File: config.mk
export PLATFORM = sky130hd
export DESIGN_NAME = cis_line_seq
export DESIGN_NICKNAME = d
export VERILOG_FILES = /design/src/rtl/cis_pkg.sv /design/src/rtl/cis_pix_timer.sv /design/src/rtl/cis_line_seq.sv
export SDC_FILE = /design/constraint.sdc
export NUM_CORES = 1
export LEC_CHECK = 0
export CAP_MARGIN = 5
export CORE_UTILIZATION = 27
export CTS_CLUSTER_SIZE = 20
export DETAILED_ROUTE_END_ITERATION = 8
export HOLD_SLACK_MARGIN = 0.1
export PLACE_DENSITY_LB_ADDON = 0.2
export SYNTH_ARGS = -nofsm -noshare
export SYNTH_HDL_FRONTEND = slang
export SYNTH_HIERARCHICAL = 1
export SYNTH_SLANG_ARGS = --single-unit
export TNS_END_PERCENT = 100
File: constraint.sdc
create_clock -name adc_clk -period 15.2 [get_ports adc_clk]
set_clock_uncertainty 0.15 [all_clocks]
set_input_delay 3.04 -clock adc_clk [delete_from_list [all_inputs] [get_ports adc_clk]]
set_output_delay 3.04 -clock adc_clk [all_outputs]
set_load 0.01 [all_outputs]
File: src/rtl/cis_pkg.sv
// cis_pkg: shared state encoding and widths for the CIS line sequencer
package cis_pkg;
    localparam int PERIOD_W = 16;
    localparam int ADDR_W = 12;
    typedef enum logic [1:0] {IDLE, SP, PIX, TAIL} state_e;
endpackage

File: src/rtl/cis_pix_timer.sv
// cis_pix_timer: pixel phase/index counters producing adc_cds, cis_wren and pix_addr
module cis_pix_timer
    import cis_pkg::*;
#(
    parameter int PIX_DIV = 4,
    parameter int DUMMY_PIX = 16,
    parameter int ACTIVE_PIX = 2592
) (
    input  logic              adc_clk,
    input  logic              reset,
    input  logic              pix_en_d,
    input  logic              pix_first_d,
    output logic              adc_cds,
    output logic              cis_wren,
    output logic [ADDR_W-1:0] pix_addr
);
    localparam int PH_W = $clog2(PIX_DIV);
    localparam int PIDX_W = $clog2(DUMMY_PIX + ACTIVE_PIX + 1);
    localparam logic [PH_W-1:0] PH_LAST = PH_W'(PIX_DIV - 1);
    localparam logic [PH_W-1:0] HALF = PH_W'(PIX_DIV / 2);
    localparam logic [PIDX_W-1:0] DUMMY_L = PIDX_W'(DUMMY_PIX);
    logic [PH_W-1:0] ph_q, ph_d;
    logic [PIDX_W-1:0] pidx_q, pidx_d;
    logic adc_cds_q, adc_cds_d, cis_wren_q, cis_wren_d;
    logic [ADDR_W-1:0] pix_addr_q, pix_addr_d;
    logic wrap;
    always_comb begin
        wrap = ph_q == PH_LAST;
        ph_d = pix_first_d ? '0 : !pix_en_d ? ph_q : wrap ? '0 : ph_q + 1'b1;
        pidx_d = pix_first_d ? '0 : (pix_en_d && wrap) ? pidx_q + 1'b1 : pidx_q;
        adc_cds_d = pix_en_d && ph_d < HALF;
        cis_wren_d = pix_en_d && ph_d == PH_LAST && pidx_d >= DUMMY_L;
        pix_addr_d = cis_wren_d ? ADDR_W'(pidx_d - DUMMY_L) : pix_addr_q;
    end
    always_ff @(posedge adc_clk) begin
        if (reset) begin
            ph_q <= '0;
            pidx_q <= '0;
            adc_cds_q <= 1'b0;
            cis_wren_q <= 1'b0;
            pix_addr_q <= '0;
        end else begin
            ph_q <= ph_d;
            pidx_q <= pidx_d;
            adc_cds_q <= adc_cds_d;
            cis_wren_q <= cis_wren_d;
            pix_addr_q <= pix_addr_d;
        end
    end
    assign adc_cds = adc_cds_q;
    assign cis_wren = cis_wren_q;
    assign pix_addr = pix_addr_q;
endmodule

File: src/rtl/cis_line_seq.sv
// cis_line_seq: CIS line-scan timing sequencer; CIS_LINE_LIMIT_EN adds line_limit/scan_done
module cis_line_seq
    import cis_pkg::*;
#(
    parameter int SP_WIDTH = 4,
    parameter int PIX_DIV = 4,
    parameter int DUMMY_PIX = 16,
    parameter int ACTIVE_PIX = 2592
) (
    input  logic                adc_clk,
    input  logic                reset,
    input  logic                init_done,
    input  logic                start_cis,
    input  logic [PERIOD_W-1:0] sp_para,
`ifdef CIS_LINE_LIMIT_EN
    input  logic [15:0]         line_limit,
    output logic                scan_done,
`endif
    output logic                cis_sp,
    output logic                adc_cds,
    output logic                cis_wren,
    output logic [ADDR_W-1:0]   pix_addr,
    output logic                line_end,
    output logic                busy,
    output logic                period_err
);
    localparam logic [PERIOD_W-1:0] SP_L = PERIOD_W'(SP_WIDTH);
    localparam logic [PERIOD_W-1:0] PIX_END = PERIOD_W'(SP_WIDTH + (DUMMY_PIX + ACTIVE_PIX) * PIX_DIV);
    localparam logic [PERIOD_W-1:0] MIN_PERIOD = PERIOD_W'(SP_WIDTH + (DUMMY_PIX + ACTIVE_PIX) * PIX_DIV + 1);
    state_e state_q, state_d;
    logic [PERIOD_W-1:0] lc_q, lc_d, p_q, p_d;
    logic period_err_q, period_err_d, cis_sp_q, cis_sp_d;
    logic line_end_q, line_end_d, busy_q, busy_d;
    logic start_ok, last, go, short_p, pix_en_d, pix_first_d, scan_done_d;
    assign last = state_q == TAIL && lc_q == p_q - 1'b1;
`ifdef CIS_LINE_LIMIT_EN
    logic [15:0] lim_q, lim_d, lines_q, lines_d;
    logic armed_q, armed_d, scan_done_q;
    always_comb begin
        start_ok = start_cis & init_done & armed_q;
        scan_done_d = last && lim_q != '0 && lines_q == lim_q - 1'b1;
        lim_d = state_q == IDLE ? line_limit : lim_q;
        lines_d = state_q == IDLE ? '0 : last ? lines_q + 1'b1 : lines_q;
        armed_d = !start_cis ? 1'b1 : scan_done_d ? 1'b0 : armed_q;
    end
    always_ff @(posedge adc_clk) begin
        if (reset) begin
            lim_q <= '0;
            lines_q <= '0;
            armed_q <= 1'b1;
            scan_done_q <= 1'b0;
        end else begin
            lim_q <= lim_d;
            lines_q <= lines_d;
            armed_q <= armed_d;
            scan_done_q <= scan_done_d;
        end
    end
    assign scan_done = scan_done_q;
`else
    assign start_ok = start_cis & init_done;
    assign scan_done_d = 1'b0;
`endif
    always_comb begin
        go = start_ok && !scan_done_d && (state_q == IDLE || last);
        short_p = sp_para < MIN_PERIOD;
        p_d = go ? (short_p ? MIN_PERIOD : sp_para) : p_q;
        period_err_d = period_err_q | (go & short_p);
        lc_d = (state_q == IDLE || last) ? '0 : lc_q + 1'b1;
        state_d = ((state_q == IDLE || last) && !go) ? IDLE :
                  lc_d < SP_L ? SP : lc_d < PIX_END ? PIX : TAIL;
        cis_sp_d = state_d == SP;
        busy_d = state_d != IDLE;
        line_end_d = state_d == TAIL && lc_d == p_d - 1'b1;
        pix_en_d = state_d == PIX;
        pix_first_d = pix_en_d && lc_d == SP_L;
    end
    always_ff @(posedge adc_clk) begin
        if (reset) begin
            state_q <= IDLE;
            lc_q <= '0;
            p_q <= '0;
            period_err_q <= 1'b0;
            cis_sp_q <= 1'b0;
            line_end_q <= 1'b0;
            busy_q <= 1'b0;
        end else begin
            state_q <= state_d;
            lc_q <= lc_d;
            p_q <= p_d;
            period_err_q <= period_err_d;
            cis_sp_q <= cis_sp_d;
            line_end_q <= line_end_d;
            busy_q <= busy_d;
        end
    end
    cis_pix_timer #(
        .PIX_DIV(PIX_DIV),
        .DUMMY_PIX(DUMMY_PIX),
        .ACTIVE_PIX(ACTIVE_PIX)
    ) u_pix (
        .adc_clk(adc_clk),
        .reset(reset),
        .pix_en_d(pix_en_d),
        .pix_first_d(pix_first_d),
        .adc_cds(adc_cds),
        .cis_wren(cis_wren),
        .pix_addr(pix_addr)
    );
    assign cis_sp = cis_sp_q;
    assign line_end = line_end_q;
    assign busy = busy_q;
    assign period_err = period_err_q;
endmodule
==> PnR_summary.wiki, run 1 <==
{| class="wikitable"
! Metric !! Value
|-
| Status || finished, final reports clean
|-
| Number of pins with negative max-slew slack in the final report || 0
|-
| Pin count of the biggest net entering global routing || 45
|-
| Placed instance count || 853
|-
| Summed negative setup slack over all endpoints || 0 ns
|-
| Latest clock arrival within the worst-skew pair || 0.35 ns
|-
| Share of async-settable or async-resettable flops after synthesis || 0
|-
| Tot GR Track Use || 0.167
|-
| Number of max-cap violations || 0
|-
| Die Span Y || 137 um
|-
| Post-CTS Hold Fix Bufs || 0
|-
| Post-DP HPWL || 11300 um
|-
| Fraction of layout cells with a size suffix above 1 || 0.103
|-
| Final clock period utilization by the worst path || 0.419
|-
| Critical path endpoint category || register
|-
| Cell area reported after detailed placement || 5430 um^2
|-
| Total number of placement rows || 49
|-
| Chip width || 137 um
|-
| Post-DR wirelength/cell || 17.2 um
|-
| Area of the core || 17900 um^2
|-
| TritonCTS clock tree || done
|-
| Power density over the cells || 82.5 nW/um^2
|-
| Most area-consuming cells after synthesis || sky130_fd_sc_hd__dfxtp_1 (27%), sky130_fd_sc_hd__nor2_1 (7.2%), sky130_fd_sc_hd__xnor2_1 (6.4%), sky130_fd_sc_hd__xor2_1 (4.1%), sky130_fd_sc_hd__mux2i_1 (3.5%)
|-
| Top_reg_cell synth || sky130_fd_sc_hd__dfxtp_1
|-
| Number of nets produced by synthesis || 645
|-
| EDFF count, synth || 0
|-
| Tightest slew margin relative to the limit || 0.457
|-
| Final design area excluding fillers || 5710 um^2
|-
| Initial DRT Pass Iterations || 5
|-
| Leakage || 2.05 nW
|-
| Clock input transition at the sequential cells of the worst setup and hold paths || 0.06 ns
|-
| Initial Util || 0.275
|-
| Class of the tightest hold or removal check || reg -> reg
|-
| Max Clock Freq || 157 MHz
|-
| Distinct cell type count of the synthesized netlist || 84
|-
| Number of DRC violations after detailed-routing iteration 0 || 341
|-
| Detail-routed via count per cell || 5.40
|-
| WL final || 15000 um
|-
| DRC violations left || 0
|-
| Root buffer cell || sky130_fd_sc_hd__clkbuf_16
|-
| Post CTS Setup Buffer Count || 0
|-
| Instance count of the mapped netlist || 618
|-
| Routability congestion estimate from global placement || 0.872
|-
| Top Ports || 38
|-
| Layout Nets || 662
|-
| Data required time at the worst endpoint || 15.35 ns
|-
| Slew of the pin with the lowest slew margin || 0.807 ns
|-
| Shortest period the worst path allows || 6.36 ns
|-
| Overall via count from detail_route || 4692
|-
| Total gr overflow || 0
|-
| Post-CTS sizing || 0
|-
| Diodes inserted || 0
|-
| Synth Cell Area || 4930 um^2
|-
| Register bit count reported by yosys || 66
|-
| Unrepaired setup endpoints after global routing || no
|-
| Synth-to-Final Area Change || 15.8%
|-
| Clock sink total || 66
|-
| Maximum buffer depth of the clock tree || 2
|-
| Die ar. || 18800 um^2
|-
| Final Hold Viols || 0
|-
| H-tree depth reported by CTS || 3
|-
| Cell Count, Final, Fillers Out || 869
|-
| Proportion of synthesized chip area in sequential cells || 0.268
|-
| Synth Area per Inst || 7.98 um^2
|-
| VDD IR max || 0.0557 mV
|-
| Critical path start-end classification || in -> reg
|-
| Number of clock buffers inserted by TritonCTS || 9
|-
| Leading area contributor after synthesis || sky130_fd_sc_hd__dfxtp_1
|-
| Element type at the critical path start || primary input
|-
| Total of warnings raised by yosys || 6
|-
| First-pass GRT wire length || 23700 um
|-
| Final Power || 0.471 mW
|-
| Port buffer count || 37
|-
| Crit path max fanout || 10
|-
| Arr. time, crit path || 6.51 ns
|-
| Antenna-violating nets left || 0
|-
| Final Core Density || 0.319
|-
| Total setup violations reported at the end of the flow || 0
|-
| Vias in the first global route || 4519
|-
| Proportion of netlist area held by the largest area contributor || 0.268
|-
| Initial antenna violation count || 0
|}
==> layout by cell type, fill, tap and decap left out, types with 5 or more instances in the layout <==
cell type / netlist / layout
sky130_fd_sc_hd__a211oi_1: 12 / 12
sky130_fd_sc_hd__a21oi_1: 21 / 21
sky130_fd_sc_hd__and2_1: 7 / 7
sky130_fd_sc_hd__and3_1: 10 / 10
sky130_fd_sc_hd__buf_4: 2 / 7
sky130_fd_sc_hd__clkbuf_16: 0 / 9
sky130_fd_sc_hd__clkdlybuf4s50_1: 0 / 37
sky130_fd_sc_hd__dfxtp_1: 66 / 66
sky130_fd_sc_hd__ha_1: 7 / 7
sky130_fd_sc_hd__inv_1: 17 / 17
sky130_fd_sc_hd__inv_6: 0 / 5
sky130_fd_sc_hd__mux2_2: 6 / 6
sky130_fd_sc_hd__mux2i_1: 17 / 17
sky130_fd_sc_hd__nand2_1: 43 / 43
sky130_fd_sc_hd__nand2b_1: 5 / 5
sky130_fd_sc_hd__nand3_1: 20 / 20
sky130_fd_sc_hd__nand3b_1: 6 / 6
sky130_fd_sc_hd__nand4_1: 18 / 18
sky130_fd_sc_hd__nor2_1: 94 / 94
sky130_fd_sc_hd__nor2b_1: 9 / 9
sky130_fd_sc_hd__nor3_1: 24 / 23
sky130_fd_sc_hd__nor3b_1: 5 / 5
sky130_fd_sc_hd__nor4_1: 8 / 8
sky130_fd_sc_hd__o21ai_0: 15 / 15
sky130_fd_sc_hd__o31ai_1: 5 / 5
sky130_fd_sc_hd__or3_1: 5 / 5
sky130_fd_sc_hd__xnor2_1: 36 / 36
sky130_fd_sc_hd__xor2_1: 23 / 23
==> flip-flops by register name, summed over array words and instances (netlist names) <==
signal	flops
cis_sp	1
u_pix/pix_addr	12
busy	1
period_err	1
u_pix/cis_wren	1
u_pix/ph_q	2
u_pix/pidx_q	12
lc_q	16
line_end	1
state_q	2
u_pix/adc_cds	1
p_q	16
==> cells by family after synthesis <==
kind of cell	share of synthesized area
multiplexers	0.0632
XOR/XNOR	0.109
AND/OR/NAND/NOR	0.321
AO/OA/AOI/OAI	0.163
flip-flops	0.268
buffers and inverters	0.0571
adder cells (fa/ha/maj)	0.0178
==> metrics by stage <==
| step | setup WS [ns] | hold WS (ns) |
|---|---|---|
| 3_5_place_dp | 8.48 | 0.302 |
| 4_1_cts | 8.84 | 0.314 |
| 6_report | 8.84 | 0.311 |
| 2_1_floorplan | 9.26 | 0.315 |
| 5_1_grt | 8.46 | 0.327 |
| 3_3_place_gp | 8.64 | 0.302 |
==> report_power, final <==
part / switching (mW) / internal, mW / total, mW
sequential: 0.00689 / 0.176 / 0.183
combinational: 0.0495 / 0.0352 / 0.0846
clock: 0.0905 / 0.113 / 0.204
total: 0.147 / 0.324 / 0.471
==> worst paths after layout <==
check                           slack [ns]                              end                       startpoint  cells after the start
worst max-delay path                  8.84              line_end$_SDFF_PP0_                      sp_para[13]                     16
worst min-delay path                  0.31  u_pix/pix_addr[11]$_SDFFE_PP0P_  u_pix/pix_addr[11]$_SDFFE_PP0P_                      2
worst max register to register        9.53              line_end$_SDFF_PP0_                p_q[8]$_SDFF_PP0_                     19
worst min register to register        0.31  u_pix/pix_addr[11]$_SDFFE_PP0P_  u_pix/pix_addr[11]$_SDFFE_PP0P_                      2
==> critical path, stage by stage <==
cell and delay, ns:
sky130_fd_sc_hd__clkdlybuf4s50_1 0.52, sky130_fd_sc_hd__nand2_1 0.08, sky130_fd_sc_hd__o21ai_0 0.24, sky130_fd_sc_hd__a21o_1 0.31, sky130_fd_sc_hd__nand2b_1 0.09, sky130_fd_sc_hd__mux2_2 0.29
sky130_fd_sc_hd__inv_1 0.08, sky130_fd_sc_hd__ha_1 0.31, sky130_fd_sc_hd__nand4b_1 0.15, sky130_fd_sc_hd__xnor2_1 0.18, sky130_fd_sc_hd__nand2_1 0.07, sky130_fd_sc_hd__mux2i_1 0.23
sky130_fd_sc_hd__xor2_1 0.18, sky130_fd_sc_hd__nand4_1 0.11, sky130_fd_sc_hd__a2111oi_0 0.40, sky130_fd_sc_hd__o311a_1 0.23
==> metal layers <==
metal | share of wire | vias to the layer above | routed length [um] | GRT usage
met4 | 0.035 | 0 | 529 | 0.0867
met1 | 0.45 | 2258 | 6790 | 0.206
li1 | - | 2270 | - | -
met5 | 0 | - | 0 | 0
met3 | 0.042 | 37 | 630 | 0.0367
met2 | 0.47 | 127 | 7020 | 0.270
==> cell usage after synthesis, drive strengths merged (5+ instances only) <==
cell type,n
nor2,95
dfxtp,66
nand2,43
xnor2,36
clkbuf,27
nor3,25
xor2,23
a21oi,21
nand3,20
nand4,20
mux2i,18
inv,17
o21ai,17
a211oi,13
and3,11
buf,11
nor4,11
mux2,10
and2,9
nor2b,9
ha,7
and2b,6
nand3b,6
nand2b,5
nor3b,5
o31ai,5
or3,5
==> cell type report <==
cell class              count  area (um^2)
clock inverters             7         58.8
repair buffers             44          423
flip-flops and latches     66         1320
fillers                  1963        12200
multi-input cells         497         3330
inverters                  17         63.8
clock buffers               9          225
well taps                 229          287
No activity file was read; power rests on OpenSTA's default activity.
==> run 2, diff against run 1 <==
- clock period: 15.2 -> 5.9 ns (I/O delays scaled with it)
==> PnR_summary.wiki, run 2 (same netlist as run 1, synthesis figures left out) <==
{| class="wikitable"
! Metric !! Value
|-
| Status || finished, final reports clean (unchanged)
|-
| Die ar. || 18800 um^2 (unchanged)
|-
| Maximum buffer depth of the clock tree || 2 (unchanged)
|-
| Chain of cells forming the critical path || or4_4 > or4b_1 > a211oi_1 > o22ai_1 > nor4_4 > nor2_1 > buf_4 > nor2_2 > buf_4 > nor2_1 > a31oi_1 > ha_1 > nand4b_1 > nor2_1 > xor2_1 > a211oi_1 > o21a_1 > a2111oi_2 > o311a_1 (was clkdlybuf4s50_1 > nand2_1 > o21ai_0 > a21o_1 > nand2b_1 > mux2_2 > inv_1 > ha_1 > nand4b_1 > xnor2_1 > nand2_1 > mux2i_1 > xor2_1 > nand4_1 > a2111oi_0 > o311a_1)
|-
| Diodes inserted || 0 (unchanged)
|-
| Register-to-Register Setup Slack || 0.39 ns (was 9.53 ns)
|-
| WL final || 15200 um (was 15000 um)
|-
| Pin count of the biggest net entering global routing || 45 (unchanged)
|-
| Switch Pwr || 0.355 mW (was 0.147 mW)
|-
| VDD IR max || 0.142 mV (was 0.0557 mV)
|-
| Clock Power Share || 0.457 (was 0.432)
|-
| Overall via count from detail_route || 4678 (was 4692)
|-
| Class of the tightest hold or removal check || reg -> reg (unchanged)
|-
| Initial DRT Pass Iterations || 5 (unchanged)
|-
| Sequential share of power || 0.365 (was 0.388)
|-
| Clock input transition at the sequential cells of the worst setup and hold paths || 0.06 ns (about the same)
|-
| TritonCTS clock tree || done (unchanged)
|-
| Clock sink total || 66 (unchanged)
|-
| DRC violations left || 0 (unchanged)
|-
| Synth-to-Final Area Change || 17.3% (was 15.8%)
|-
| Count of fill cells added during filler insertion || 1916 (was 1963)
|-
| Total number of placement rows || 49 (unchanged)
|-
| Arr. time, crit path || 5.64 ns (was 6.51 ns)
|-
| Post-DP HPWL || 11500 um (was 11300 um)
|-
| Top Ports || 38 (unchanged)
|-
| Post-DR wirelength/cell || 17.4 um (was 17.2 um)
|-
| Total gr overflow || 0 (unchanged)
|-
| Highest-count cells in the layout ignoring fill and taps || sky130_fd_sc_hd__nor2_1 (94), sky130_fd_sc_hd__dfxtp_1 (66), sky130_fd_sc_hd__nand2_1 (43) (unchanged)
|-
| Latest clock arrival within the worst-skew pair || 0.34 ns (was 0.35 ns)
|-
| Fraction of layout cells with a size suffix above 1 || 0.109 (was 0.103)
|-
| Final Hold Viols || 0 (unchanged)
|-
| Routability congestion estimate from global placement || 0.914 (was 0.872)
|-
| Critical path endpoint || line_end$_SDFF_PP0_ (unchanged)
|-
| Final Core Density || 0.323 (was 0.319)
|-
| Tightest slew margin relative to the limit || 0.537 (was 0.457)
|-
| Element type at the critical path start || register (was primary input)
|-
| Post CTS Setup Buffer Count || 0 (unchanged)
|-
| Max incr delay on CP || 0.58 ns (was 0.52 ns)
|-
| Unrepaired setup endpoints after global routing || no (unchanged)
|-
| Layout Nets || 666 (was 662)
|-
| Most common library cell in the layout ignoring fill and taps || sky130_fd_sc_hd__nor2_1 (unchanged)
|-
| Post-CTS sizing || 0 (unchanged)
|-
| Data required time at the worst endpoint || 6.03 ns (was 15.35 ns)
|-
| Number of DRC violations after detailed-routing iteration 0 || 358 (was 341)
|-
| Post-CTS Hold Fix Bufs || 0 (unchanged)
|-
| Root buffer cell || sky130_fd_sc_hd__clkbuf_16 (unchanged)
|-
| Initial Util || 0.275 (unchanged)
|-
| Antenna-violating nets left || 0 (unchanged)
|-
| Total setup violations reported at the end of the flow || 0 (unchanged)
|-
| H-tree depth reported by CTS || 3 (unchanged)
|-
| First-pass GRT wire length || 24500 um (was 23700 um)
|-
| Crit path max fanout || 16 (was 10)
|-
| Max Clock Freq || 181 MHz
|-
| Initial antenna violation count || 0 (unchanged)
|-
| Cells on worst reg2reg path || 19 (unchanged)
|-
| Area of the core || 17900 um^2 (unchanged)
|-
| Summed negative setup slack over all endpoints || 0 ns (unchanged)
|-
| Number of clock buffers inserted by TritonCTS || 9 (unchanged)
|-
| Critical path start-end classification || reg -> reg (was in -> reg)
|-
| Slew of the pin with the lowest slew margin || 0.687 ns (was 0.807 ns)
|-
| Worst-path cell with the longest stage delay || sky130_fd_sc_hd__or4_4 (was sky130_fd_sc_hd__clkdlybuf4s50_1)
|-
| Chip width || 137 um (unchanged)
|-
| Reg2reg end || line_end$_SDFF_PP0_ (unchanged)
|-
| Port buffer count || 37 (unchanged)
|-
| Number of max-cap violations || 0 (unchanged)
|-
| Leakage || 2.09 nW (was 2.05 nW)
|-
| Vias in the first global route || 4569 (was 4519)
|-
| Die Span Y || 137 um (unchanged)
|-
| Most numerous cell on the critical path || sky130_fd_sc_hd__nor2_1 (was sky130_fd_sc_hd__nand2_1)
|-
| Final clock period utilization by the worst path || 0.934
|-
| Detail-routed via count per cell || 5.36 (was 5.40)
|-
| Critical path endpoint category || register (unchanged)
|-
| Largest regs || lc_q (16), p_q (16) (unchanged)
|-
| Combinational power share || 0.177 (was 0.180)
|-
| Source of the critical timing path || p_q[8]$_SDFF_PP0_ (was sp_para[13])
|-
| Internal Pwr Total || 0.927 mW (was 0.324 mW)
|-
| Number of pins with negative max-slew slack in the final report || 0 (unchanged)
|-
| Fraction of power spent switching nets || 0.277 (was 0.312)
|-
| Startpoint of the worst-slack reg-to-reg timing path || p_q[8]$_SDFF_PP0_ (unchanged)
|-
| Tot GR Track Use || 0.171 (was 0.167)
|-
| Power density over the cells || 222 nW/um^2 (was 82.5 nW/um^2)
|-
| Shortest period the worst path allows || 5.51 ns
|}
## run 2: cell count changes in the layout (fill, tap and decap cells not counted)
cell                         before  now
sky130_fd_sc_hd__a2111oi_0        3    2
sky130_fd_sc_hd__a2111oi_2        1    2
sky130_fd_sc_hd__buf_4            7   11
sky130_fd_sc_hd__bufinv_16        0    2
sky130_fd_sc_hd__clkbuf_1         0    1
sky130_fd_sc_hd__clkbuf_8         0    1
sky130_fd_sc_hd__clkinv_2         0    2
sky130_fd_sc_hd__clkinvlp_4       2    1
sky130_fd_sc_hd__inv_6            5    0
## run 2: worst min path at each step
stage / from / to / slack (ns) / depth (start not counted)
after CTS: u_pix/pix_addr[6]$_SDFFE_PP0P_ / u_pix/pix_addr[6]$_SDFFE_PP0P_ / 0.33 / 2
final: u_pix/pix_addr[6]$_SDFFE_PP0P_ / u_pix/pix_addr[6]$_SDFFE_PP0P_ / 0.32 / 2
after global placement: period_err$_SDFF_PP0_ / period_err$_SDFF_PP0_ / 0.31 / 2
after detailed placement: u_pix/pix_addr[6]$_SDFFE_PP0P_ / u_pix/pix_addr[6]$_SDFFE_PP0P_ / 0.31 / 2
after global routing: u_pix/pix_addr[6]$_SDFFE_PP0P_ / u_pix/pix_addr[6]$_SDFFE_PP0P_ / 0.34 / 2
after floorplan: u_pix/ph_q[1]$_SDFF_PP0_ / u_pix/ph_q[1]$_SDFF_PP0_ / 0.31 / 2
## run 2: power by group through the flow
stage,logic (mW),clock network (mW),registers [mW]
global placement,0.221,0,0.477
CTS,0.223,0.598,0.468
finish,0.228,0.587,0.468
global route,0.249,0.620,0.469
floorplan,0.162,0,0.468
detailed placement,0.222,0,0.478
## run 2: area by class of cell
cell class              instances  area, um^2  share of cell area
multi-input cells             497        3340               0.577
flip-flops and latches         66        1320               0.228
repair buffers                 48         453              0.0783
well taps                     229         287              0.0495
clock buffers                  11         243              0.0420
clock inverters                 5        77.6              0.0134
inverters                      17        63.8              0.0110
## run 2: worst max-delay path: cells and delay by family (launching register included)
kind | cells | cell delay, ns
compound gates | 7 | 1.63
fa+ha+maj | 1 | 0.40
xor+xnor | 1 | 0.18
buf+inv | 2 | 0.50
flops | 1 | 0.42
simple gates | 8 | 2.14
## run 2: per-stage QoR
stage	area [um^2]	std cells	setup WS (ns)	hold WS, ns	power [mW]
CTS	5780	873	0.0353	0.327	1.29
finish	5780	873	0.389	0.319	1.28
floorplan	4930	618	0.884	0.315	0.630
detailed placement	5460	857	0.0634	0.313	0.700
global route	5780	873	0.0555	0.342	1.34
global placement	5460	857	0.0662	0.309	0.699
## run 2: per-layer routing
layer,wire (um),vias to the layer above,GRT usage
met3,669,30,0.0374
met5,0,-,0
met2,7070,150,0.274
met1,7010,2222,0.222
met4,427,0,0.0653
li1,-,2276,-
